### config.mk
export PLATFORM = sky130hd
export DESIGN_NAME = microsequencer
export DESIGN_NICKNAME = d
export VERILOG_FILES = /design/src/rtl/microsequencer.sv
export SDC_FILE = /design/constraint.sdc
export NUM_CORES = 1
export LEC_CHECK = 0
export CORE_ASPECT_RATIO = 0.8
export CORE_MARGIN = 2
export CORE_UTILIZATION = 29
export CTS_CLUSTER_DIAMETER = 80
export CTS_CLUSTER_SIZE = 30
export DETAILED_ROUTE_END_ITERATION = 6
export GPL_ROUTABILITY_DRIVEN = 0
export SLEW_MARGIN = 10
export SYNTH_ARGS = -nofsm -noshare
export SYNTH_HDL_FRONTEND = slang
export SYNTH_SLANG_ARGS = --single-unit
### constraint.sdc
create_clock -name clk -period 2.5 [get_ports clk]
set_input_delay 0.5 -clock clk [delete_from_list [all_inputs] [get_ports clk]]
set_output_delay 0.5 -clock clk [all_outputs]
set_load 0.005 [all_outputs]
### src/rtl/microsequencer.sv
// Next-state address logic and state register for the microprogrammed control unit.
// Selects the next microstate from ROM control fields, and counts MOC stall cycles for timeout.
module microsequencer #(
    parameter logic [6:0] RESET_STATE = 7'd0,
    parameter logic [6:0] FETCH_STATE = 7'd1,
    parameter logic [7:0] TIMEOUT     = 8'd32
) (
    input  logic       clk,
    input  logic       reset,
    input  logic [6:0] enc_state,
    input  logic [2:0] ns,
    input  logic [6:0] cr,
    input  logic       inv,
    input  logic [1:0] s,
    input  logic       moc,
    input  logic       cond,
    output logic [6:0] state,
    output logic [6:0] ret_addr,
    output logic       timeout
);

    localparam logic [2:0] NS_ENCODE      = 3'b000;
    localparam logic [2:0] NS_RETURN      = 3'b001;
    localparam logic [2:0] NS_JUMP        = 3'b010;
    localparam logic [2:0] NS_INC         = 3'b011;
    localparam logic [2:0] NS_COND_JUMP   = 3'b100;
    localparam logic [2:0] NS_COND_INC    = 3'b101;
    localparam logic [2:0] NS_COND_ENCODE = 3'b110;
    localparam logic [2:0] NS_CALL        = 3'b111;

    logic       sel_bit;
    logic       t;
    logic [6:0] inc;
    logic [6:0] next_state;
    logic [6:0] next_ret;
    logic       stall;
    logic [7:0] wait_cnt;
    logic [7:0] next_cnt;

    always_comb begin
        // NOTE: every combinational output is given a default first, so no latch is inferred.
        sel_bit = 1'b0;
        unique case (s)
            2'b00: sel_bit = moc;
            2'b01: sel_bit = cond;
            2'b10: sel_bit = 1'b1;
            2'b11: sel_bit = 1'b0;
        endcase
        t   = sel_bit ^ inv;
        inc = state + 7'd1;
    end

    always_comb begin
        next_state = state;
        next_ret   = ret_addr;
        unique case (ns)
            NS_ENCODE:      next_state = enc_state;
            NS_RETURN:      next_state = ret_addr;
            NS_JUMP:        next_state = cr;
            NS_INC:         next_state = inc;
            NS_COND_JUMP:   next_state = t ? cr : inc;
            NS_COND_INC:    next_state = t ? inc : state;
            NS_COND_ENCODE: next_state = t ? enc_state : FETCH_STATE;
            NS_CALL: begin
                next_state = cr;
                next_ret   = inc;
            end
        endcase
    end

    // A stall is a COND_INC whose condition fails; anything else restarts the count.
    always_comb begin
        stall    = (ns == NS_COND_INC) && !t;
        next_cnt = 8'd0;
        if (stall)
            next_cnt = (wait_cnt == 8'hFF) ? wait_cnt : wait_cnt + 8'd1;
    end

    always_ff @(posedge clk or posedge reset) begin
        if (reset) begin
            state    <= RESET_STATE;
            ret_addr <= 7'd0;
            wait_cnt <= 8'd0;
            timeout  <= 1'b0;
        end else begin
            // NOTE: non-blocking assignments so every register updates from pre-edge values.
            state    <= next_state;
            ret_addr <= next_ret;
            wait_cnt <= next_cnt;
            if (stall && next_cnt == TIMEOUT)
                timeout <= 1'b1;
        end
    end

endmodule

* Word-level counts from Yosys, hierarchy flattened
Index checks and enable logic that the tools add are counted.
** Cells by class
- Reduce and logical (&&, ||, !) cells :: 6
- Equality and inequality tests :: 13
- Mux-type cells :: 7
- $add $sub $neg :: 2
- Bitwise operators :: 1
** Operators with widths (number)
- $pmux 7 s7 :: 1
- $mux 7 :: 3
- $mux 8 :: 2
- $eq 3x3->1 const B :: 4
- $add 8x1->8 const B :: 1
- $eq 8x6->1 const B :: 1
- $eq 8x8->1 const B :: 1
- $add 7x1->7 const B :: 1
- $eq 3x2->1 const B :: 2
- $eq 2x2->1 const B :: 2
- $pmux 1 s4 :: 1
- $eq 3x1->1 const B :: 1
- $logic_not 3->1 :: 1
- $eq 2x1->1 const B :: 1
- $logic_and 1x1->1 :: 2
- $logic_not 2->1 :: 1
- $ne 2x2->1 const B :: 1
- $reduce_or 2->1 :: 1
- $logic_not 1->1 :: 1
- $xor 1x1->1 :: 1
** Word-level totals
- Word-level logic and storage cells :: 33
- Flip-flop bits (word level) :: 23
- Output and inout bits :: 15
- Input bits :: 24

* Longest topological paths before layout
Gate-level depths: netlist of run 1.
- Depth after elaboration :: 8
- Mapped depth :: 8
- Gate-level depth less buffers :: 7

* Least setup slack after synthesis of run 1
Ideal clock, no wire load.
- Path kind :: input to register
- From :: input s[1]
- To :: register state[1]
- Required time :: 2.374 ns
- Data arrival time :: 1.734 ns
- Cell stages on the path :: 8
- Slack :: 0.640 ns
- Path buffers :: 2
- Setup time :: 0.126 ns
- Cell sequence :: nand3b_1 -> a21o_1 -> and2_1 -> buf_6 -> buf_2 -> nand3_1 -> o21ai_1 -> a221o_1
** On the way
- Word-level cells in the longest chain between the ends :: 5
- Elaborated cells between the ends (all ways) :: 10
- Those cells by class :: 4 x eq/ne; 4 x mux; 1 x bitwise; 1 x reduce/logical
** Ends and longest elaborated chain
- from (decl) :: line 14 : input logic [1:0] s,
- $eq 2x2->1, or another cell as far along :: line 43 : unique case (s)
- $pmux 1 s4 * :: line 43
- $xor 1x1->1 * :: line 49 : t = sel_bit ^ inv;
- $mux 7 (on tied branches) :: line 63, 61
- $pmux 7 s7 :: line 56 : unique case (ns)
- to (signal assigned) :: line 87 : state <= next_state;
- to (decl) :: line 17 : output logic [6:0] state,
Mark *: on every way between the ends. The rest lies on a longest branch, timed or not.
A chain may end at the register's enable or synchronous reset.

* Worst setup path after layout of run 1
- From :: input s[0]
- To :: register state[2]
Same word-level chain as after synthesis.

==> impl_metrics.env, run 1 <==
export IMPL_clock_latency_ps=270
export IMPL_crit_type="in2reg"
export IMPL_antenna_found_initial=0
export IMPL_grt_usage_pct=15.8
export IMPL_synth_fp_nets=230
export IMPL_fmaxAchievable_mhz=452
export IMPL_postRouteAntennaNets=0
export IMPL_die_w_um=90.6
export IMPL_switching_power_w=0.000386
export IMPL_post_route_period_util_pct=88.5
export IMPL_grt_max_degree=25
export IMPL_cts_sinks=23
export IMPL_num_fill_cells=606
export IMPL_multi_input_area_sq_um=1050
export IMPL_cts_htree_levels=1
export IMPL_first_global_vias=1682
export IMPL_netSwitchingFraction_pct=32.0
export IMPL_seq_area_frac_synth_pct=33.1
export IMPL_netlist_instances=204
export IMPL_root_buffer="clkbuf_8"
export IMPL_yosysWarnings=0
export IMPL_overflow=0
export IMPL_dpl_hpwl_um=3710
export IMPL_fp_dieH_um=73.3
export IMPL_clk_pin_slew_ps=80
export IMPL_critical_path_arrival_ps=2370
export IMPL_area_growth_pct=33.0
export IMPL_hold_viol_final=0
export IMPL_cellPowerDensity_nw_per_um2=522
export IMPL_slowest_delay_ps=470
export IMPL_ios=39
export IMPL_synth_edf_count=0
export IMPL_ys_seq_elements=23
export IMPL_timing_critical_path_buf_inv=1
export IMPL_tightest_slew_ps=438
export IMPL_rsz0062_at_grt="false"
export IMPL_p_clk_share_pct=19.8
export IMPL_postPlaceCellArea_sq_um=2270
export IMPL_crit_fanout=10
export IMPL_cts_hold_buffers=0
export IMPL_drtPass1Iterations=4
export IMPL_slew_limit_headroom_pct=70.8
export IMPL_start_util_pct=29.7
export IMPL_cts_made_buffers=3
export IMPL_cp_slowest_cell="clkdlybuf4s50_1"
export IMPL_dieArea_sq_um=6640
export IMPL_skew_ps=2.19
export IMPL_synth_ff_type="dfrtp_1"
export IMPL_clock_path_buffers=2
export IMPL_drt_iter0_drc=112
export IMPL_max_cap_violations=0
export IMPL_remaining_drc_errors=0
export IMPL_nets=275
export IMPL_synth_distinct_cells=54
export IMPL_worst_slack_ps=286
export IMPL_vias=1730
export IMPL_status="finished clean"
export IMPL_post_drt_wl_per_cell_um=15.2
export IMPL_drive_above_1_share_pct=14.1
export IMPL_core_area_sq_um=5850
export IMPL_wirelength_um=5000
export IMPL_final_core_util_pct=39.6
export IMPL_post_cts_setup_buffer_count=0
export IMPL_endpoint_kind="flop"
export IMPL_synth_cell_area_sq_um=1740
export IMPL_critPathTopFamily="compound AO/OA/AOI/OAI gates"
export IMPL_place_ws_ps=16.5
export IMPL_port_buffers=38
export IMPL_power_internal_w=0.000822
export IMPL_cp_cell_sequence="clkdlybuf4s50_1 > o21bai_1 > a21o_1 > and2_1 > mux2_1 > a221oi_2 > o2bb2ai_1"
export IMPL_holdCritPathClass="reg2reg"
export IMPL_regArea_sq_um=576
export IMPL_final_cell_mix="clkdlybuf4s50_1 (38), dfrtp_1 (23), nand2_1 (22)"
export IMPL_diodes=0
export IMPL_slew_viol_final=0
export IMPL_cp_data_required_time_ps=2650
export IMPL_final_common_cell="clkdlybuf4s50_1"
export IMPL_synth_area_per_cell_sq_um=8.53
export IMPL_async_flop_share_pct=100
export IMPL_cts_tree="built"
export IMPL_combinationalPowerShare_pct=38.7
export IMPL_timing_setup_tns_ps=0
export IMPL_min_period_ps=2210
export IMPL_static_leakage_power_nw=0.951
export IMPL_ctsResizeCount=0
export IMPL_viasPerCell=5.26
export IMPL_rows=25
export IMPL_grt_pass1_wl_um=8270
export IMPL_crit_path_start_kind="input pin"
export IMPL_irDropWorstVdd_v=0.000275
export IMPL_final_cell_area_sq_um=2310
export IMPL_finalSetupViolations=0
export IMPL_seqPwrFrac_pct=41.4
[stage by stage]
step | cells | hold slack [ps] | power, W
6_report | 329 | 488 | 0.00121
2_1_floorplan | 204 | 460 | 0.000728
3_3_place_gp | 325 | 470 | 0.000969
5_1_grt | 329 | 509 | 0.00129
4_1_cts | 329 | 497 | 0.00123
3_5_place_dp | 325 | 461 | 0.000975
[kinds of logic (layout without fill, tap and decap cells)]
kind of cell | after synthesis | after routing | synth area share [%]
buffers and inverters | 23 | 67 | 6.33
flip-flops | 23 | 23 | 33.1
AND/OR/NAND/NOR | 73 | 73 | 23.2
multiplexers | 12 | 12 | 7.34
AO/OA/AOI/OAI | 64 | 64 | 25.0
XOR/XNOR | 7 | 7 | 3.53
adder cells (fa/ha/maj) | 2 | 2 | 1.44
[state kept, by name, summed over array words and instances (netlist names)]
signal    count
wait_cnt      8
state         7
ret_addr      7
timeout       1
[worst register-to-register path, delay by kind of cell, from the launching register on]
family | cells | cell delay (ps)
fa+ha+maj | 1 | 280
compound gates | 1 | 190
simple gates | 4 | 1020
flops | 1 | 430
[synth_stat cells, types with 2 or more instances]
| cell type | instances | share of area [%] |
|---|---|---|
| ha_1 | 2 | 1.4 |
| a21oi_1 | 15 | 4.3 |
| a21o_1 | 2 | 0.86 |
| nand3b_1 | 2 | 0.86 |
| or3_1 | 5 | 1.8 |
| buf_2 | 4 | 1.2 |
| o22ai_1 | 4 | 1.4 |
| nor2b_1 | 2 | 0.72 |
| and3_1 | 3 | 1.1 |
| mux2i_1 | 6 | 3.5 |
| clkbuf_1 | 8 | 1.7 |
| a221oi_1 | 3 | 1.5 |
| nor2_1 | 17 | 3.7 |
| or2_2 | 2 | 0.72 |
| a41oi_1 | 2 | 1.0 |
| a31oi_1 | 3 | 1.1 |
| buf_6 | 2 | 1.3 |
| nand3_1 | 5 | 1.4 |
| o21ai_1 | 3 | 0.86 |
| nand2_1 | 22 | 4.7 |
| xnor2_1 | 4 | 2.0 |
| a221o_1 | 2 | 1.2 |
| nand4b_1 | 4 | 2.0 |
| a211oi_1 | 3 | 1.3 |
| xor2_1 | 3 | 1.5 |
| mux2_2 | 5 | 3.2 |
| dfrtp_1 | 23 | 33 |
| a22oi_1 | 3 | 1.3 |
| inv_1 | 7 | 1.5 |
| o31ai_1 | 4 | 1.7 |
| nand2b_1 | 2 | 0.72 |
| o21ai_0 | 9 | 2.6 |
| o41ai_1 | 2 | 1.0 |
[power by group through the flow]
stage / combinational, W / sequential [W] / clock [W]
2_1_floorplan: 0.000229 / 0.000499 / 0
3_3_place_gp: 0.000462 / 0.000507 / 0
3_5_place_dp: 0.000467 / 0.000509 / 0
4_1_cts: 0.000471 / 0.000501 / 0.000254
5_1_grt: 0.000517 / 0.000513 / 0.000264
6_report: 0.000468 / 0.000501 / 0.000240
[cell type report]
type                            count  share of cell area [%]
Tap cell                           81                    4.38
Clock buffer                        4                    1.95
Sequential cell                    23                    24.9
Timing Repair Buffer               55                    22.0
Inverter                            8                    1.30
Multi-Input combinational cell    158                    45.5
[worst paths after layout]
| path | slack [ps] | cells after the start | to | startpoint |
|---|---|---|---|---|
| hold reg to reg | 490 | 1 | timeout | timeout |
| max in group asynchronous | 1690 | 3 | state[1] | reset |
| setup / recovery | 290 | 7 | state[2] | s[0] |
| setup reg to reg | 540 | 6 | timeout | wait_cnt[0] |
| min in group asynchronous | 570 | 3 | timeout | reset |
| hold / removal | 490 | 1 | timeout | timeout |
[metal layers]
metal	routed length, um	track usage [%]	up-vias
li1	-	-	847
met1	2400	22.1	818
met2	2230	25.0	61
met3	322	3.69	4
met4	48	4.10	0
met5	0	0	-
Power figures use the tool's default switching activity.
==> run 2, diff against run 1 <==
Settings changed: SETUP_SLACK_MARGIN from default to 0.1.
==> results of run 2 <==
Final layout, timing and power as in run 1 (identical DEF).
==> run 3, diff against run 2 <==
Settings changed: CORE_MARGIN 2 to 4, CORE_UTILIZATION 29 to 30.
==> run 3 against run 2 <==
  * Final cell count down 1.5%
  * Utilization up 2.0 points
  * Final area down 0.76%
  * Sequential share of layout area up 0.19 points
  * Critical endpoint unchanged
  * Fmax about the same
  * Setup slack better by 2.1 ps
  * Clock power about the same
  * Worst hold slack better by 26 ps
  * Clock skew up 5.7 ps
  * First-iteration DRC count down 31%
==> impl_metrics.env, run 3 (synthesized netlist as in run 1, its figures left out) <==
export IMPL_netSwitchingFraction_pct=32.0
export IMPL_skew_ps=7.88
export IMPL_slowest_delay_ps=470
export IMPL_clock_latency_ps=270
export IMPL_cp_data_required_time_ps=2660
export IMPL_post_drt_wl_per_cell_um=14.5
export IMPL_static_leakage_power_nw=0.943
export IMPL_final_cell_area_sq_um=2300
export IMPL_gr_usage_met3_pct=3.16
export IMPL_timing_setup_tns_ps=0
export IMPL_fmaxAchievable_mhz=452
export IMPL_postRouteAntennaNets=0
export IMPL_slew_viol_final=0
export IMPL_crit_fanout=11
export IMPL_cts_htree_levels=1
export IMPL_crit_path_start_kind="input pin"
export IMPL_clk_pin_slew_ps=90
export IMPL_viasPerCell=5.26
export IMPL_switching_power_w=0.000384
export IMPL_timing_critical_path_buf_inv=1
export IMPL_drive_above_1_share_pct=13.8
export IMPL_overflow=0
export IMPL_cp_cell_sequence="clkdlybuf4s50_1 > o21bai_1 > a21o_1 > and2_1 > mux2_1 > a221oi_2 > o2bb2ai_1"
export IMPL_seqPwrFrac_pct=41.7
export IMPL_cts_made_buffers=3
export IMPL_endpoint_kind="flop"
export IMPL_vias=1704
export IMPL_ios=39
export IMPL_status="finished clean"
export IMPL_met2_usage_pct=19.8
export IMPL_slew_limit_headroom_pct=68.7
export IMPL_top_regs="wait_cnt (8), ret_addr (7), state (7)"
export IMPL_r2r_setup_slack_ps=510
export IMPL_post_cts_setup_buffer_count=0
export IMPL_first_global_vias=1604
export IMPL_rsz0062_at_grt="false"
export IMPL_remaining_drc_errors=0
export IMPL_tightest_slew_ps=469
export IMPL_largest_reg_flops=8
export IMPL_start_util_pct=31.5
export IMPL_holdCritPathClass="reg2reg"
export IMPL_crit_type="in2reg"
export IMPL_grt_usage_pct=13.4
export IMPL_num_fill_cells=581
export IMPL_cts_tree="built"
export IMPL_irDropWorstVdd_v=0.000287
export IMPL_critPathTopFamily="compound AO/OA/AOI/OAI gates"
export IMPL_gr_max_usage_layer="met1"
export IMPL_final_common_cell="clkdlybuf4s50_1"
export IMPL_hold_viol_final=0
export IMPL_post_route_period_util_pct=88.5
export IMPL_dieArea_sq_um=7090
export IMPL_power_internal_w=0.000817
export IMPL_critical_path_arrival_ps=2370
export IMPL_cp_slowest_cell="clkdlybuf4s50_1"
export IMPL_p_clk_share_pct=19.9
export IMPL_die_w_um=93.1
export IMPL_max_cap_violations=0
export IMPL_clock_path_buffers=2
export IMPL_grt_use_met1_pct=20.0
export IMPL_top_register="wait_cnt"
export IMPL_wirelength_um=4680
export IMPL_drt_iter0_drc=77
export IMPL_grt_max_degree=29
export IMPL_rows=24
export IMPL_final_cell_mix="clkdlybuf4s50_1 (38), dfrtp_1 (23), nand2_1 (22)"
export IMPL_postPlaceCellArea_sq_um=2250
export IMPL_port_buffers=38
export IMPL_drtPass1Iterations=4
export IMPL_core_area_sq_um=5530
export IMPL_nets=273
export IMPL_cellPowerDensity_nw_per_um2=523
export IMPL_area_growth_pct=32.0
export IMPL_root_buffer="clkbuf_8"
export IMPL_combinationalPowerShare_pct=38.4
export IMPL_min_period_ps=2210
export IMPL_antenna_found_initial=0
export IMPL_ctsResizeCount=0
export IMPL_fp_dieH_um=76.1
export IMPL_finalSetupViolations=0
export IMPL_dpl_hpwl_um=3640
export IMPL_cts_sinks=23
export IMPL_grt_pass1_wl_um=7820
export IMPL_diodes=0
export IMPL_cts_hold_buffers=0
run 3: layout make-up:
cell class,count,area (sq um),area share [%]
Clock inverter,1,5.00,0.218
Tap cell,78,97.6,4.25
Inverter,8,30.0,1.31
Sequential cell,23,576,25.1
Timing Repair Buffer,53,493,21.5
Multi-Input combinational cell,158,1050,45.9
Clock buffer,3,41.3,1.80
run 3: metal layers:
metal	vias up	share of wire, %	wire length, um
met5	-	0	0
li1	843	-	-
met4	0	0.62	29
met2	65	41	1940
met3	4	6.7	313
met1	792	51	2400
run 3: path summary, 6_finish.rpt:
path                                   from           to  cells past startpoint
worst max-delay path                   s[0]     state[2]                      7
worst min-delay path                timeout      timeout                      1
worst max register to register  wait_cnt[0]      timeout                      6
worst min register to register      timeout      timeout                      1
max in group asynchronous             reset     state[6]                      3
min in group asynchronous             reset  ret_addr[0]                      3
run 3: power by group through the flow:
stage / clock network [W] / logic (W) / registers (W)
finish: 0.000239 / 0.000461 / 0.000500
global route: 0.000261 / 0.000510 / 0.000514
CTS: 0.000248 / 0.000464 / 0.000503
detailed placement: 0 / 0.000462 / 0.000509
global placement: 0 / 0.000459 / 0.000508
floorplan: 0 / 0.000229 / 0.000499
run 3: stage by stage:
stage          utilization (%)  cells  setup slack [ps]  total power (W)  hold slack, ps
2_1_floorplan                -    204               640         0.000728             460
3_3_place_gp              40.7    320              66.8         0.000967             481
3_5_place_dp              40.7    320              3.90         0.000971             496
4_1_cts                   41.6    324               304          0.00121             517
5_1_grt                   41.6    324               163          0.00129             536
6_report                  41.6    324               288          0.00120             514
run 3: worst register-to-register path: cells and delay by family (launching register included):
kind            cells  cell delay, ps
compound gates      1             190
flops               1             440
simple gates        4            1030
fa+ha+maj           1             280
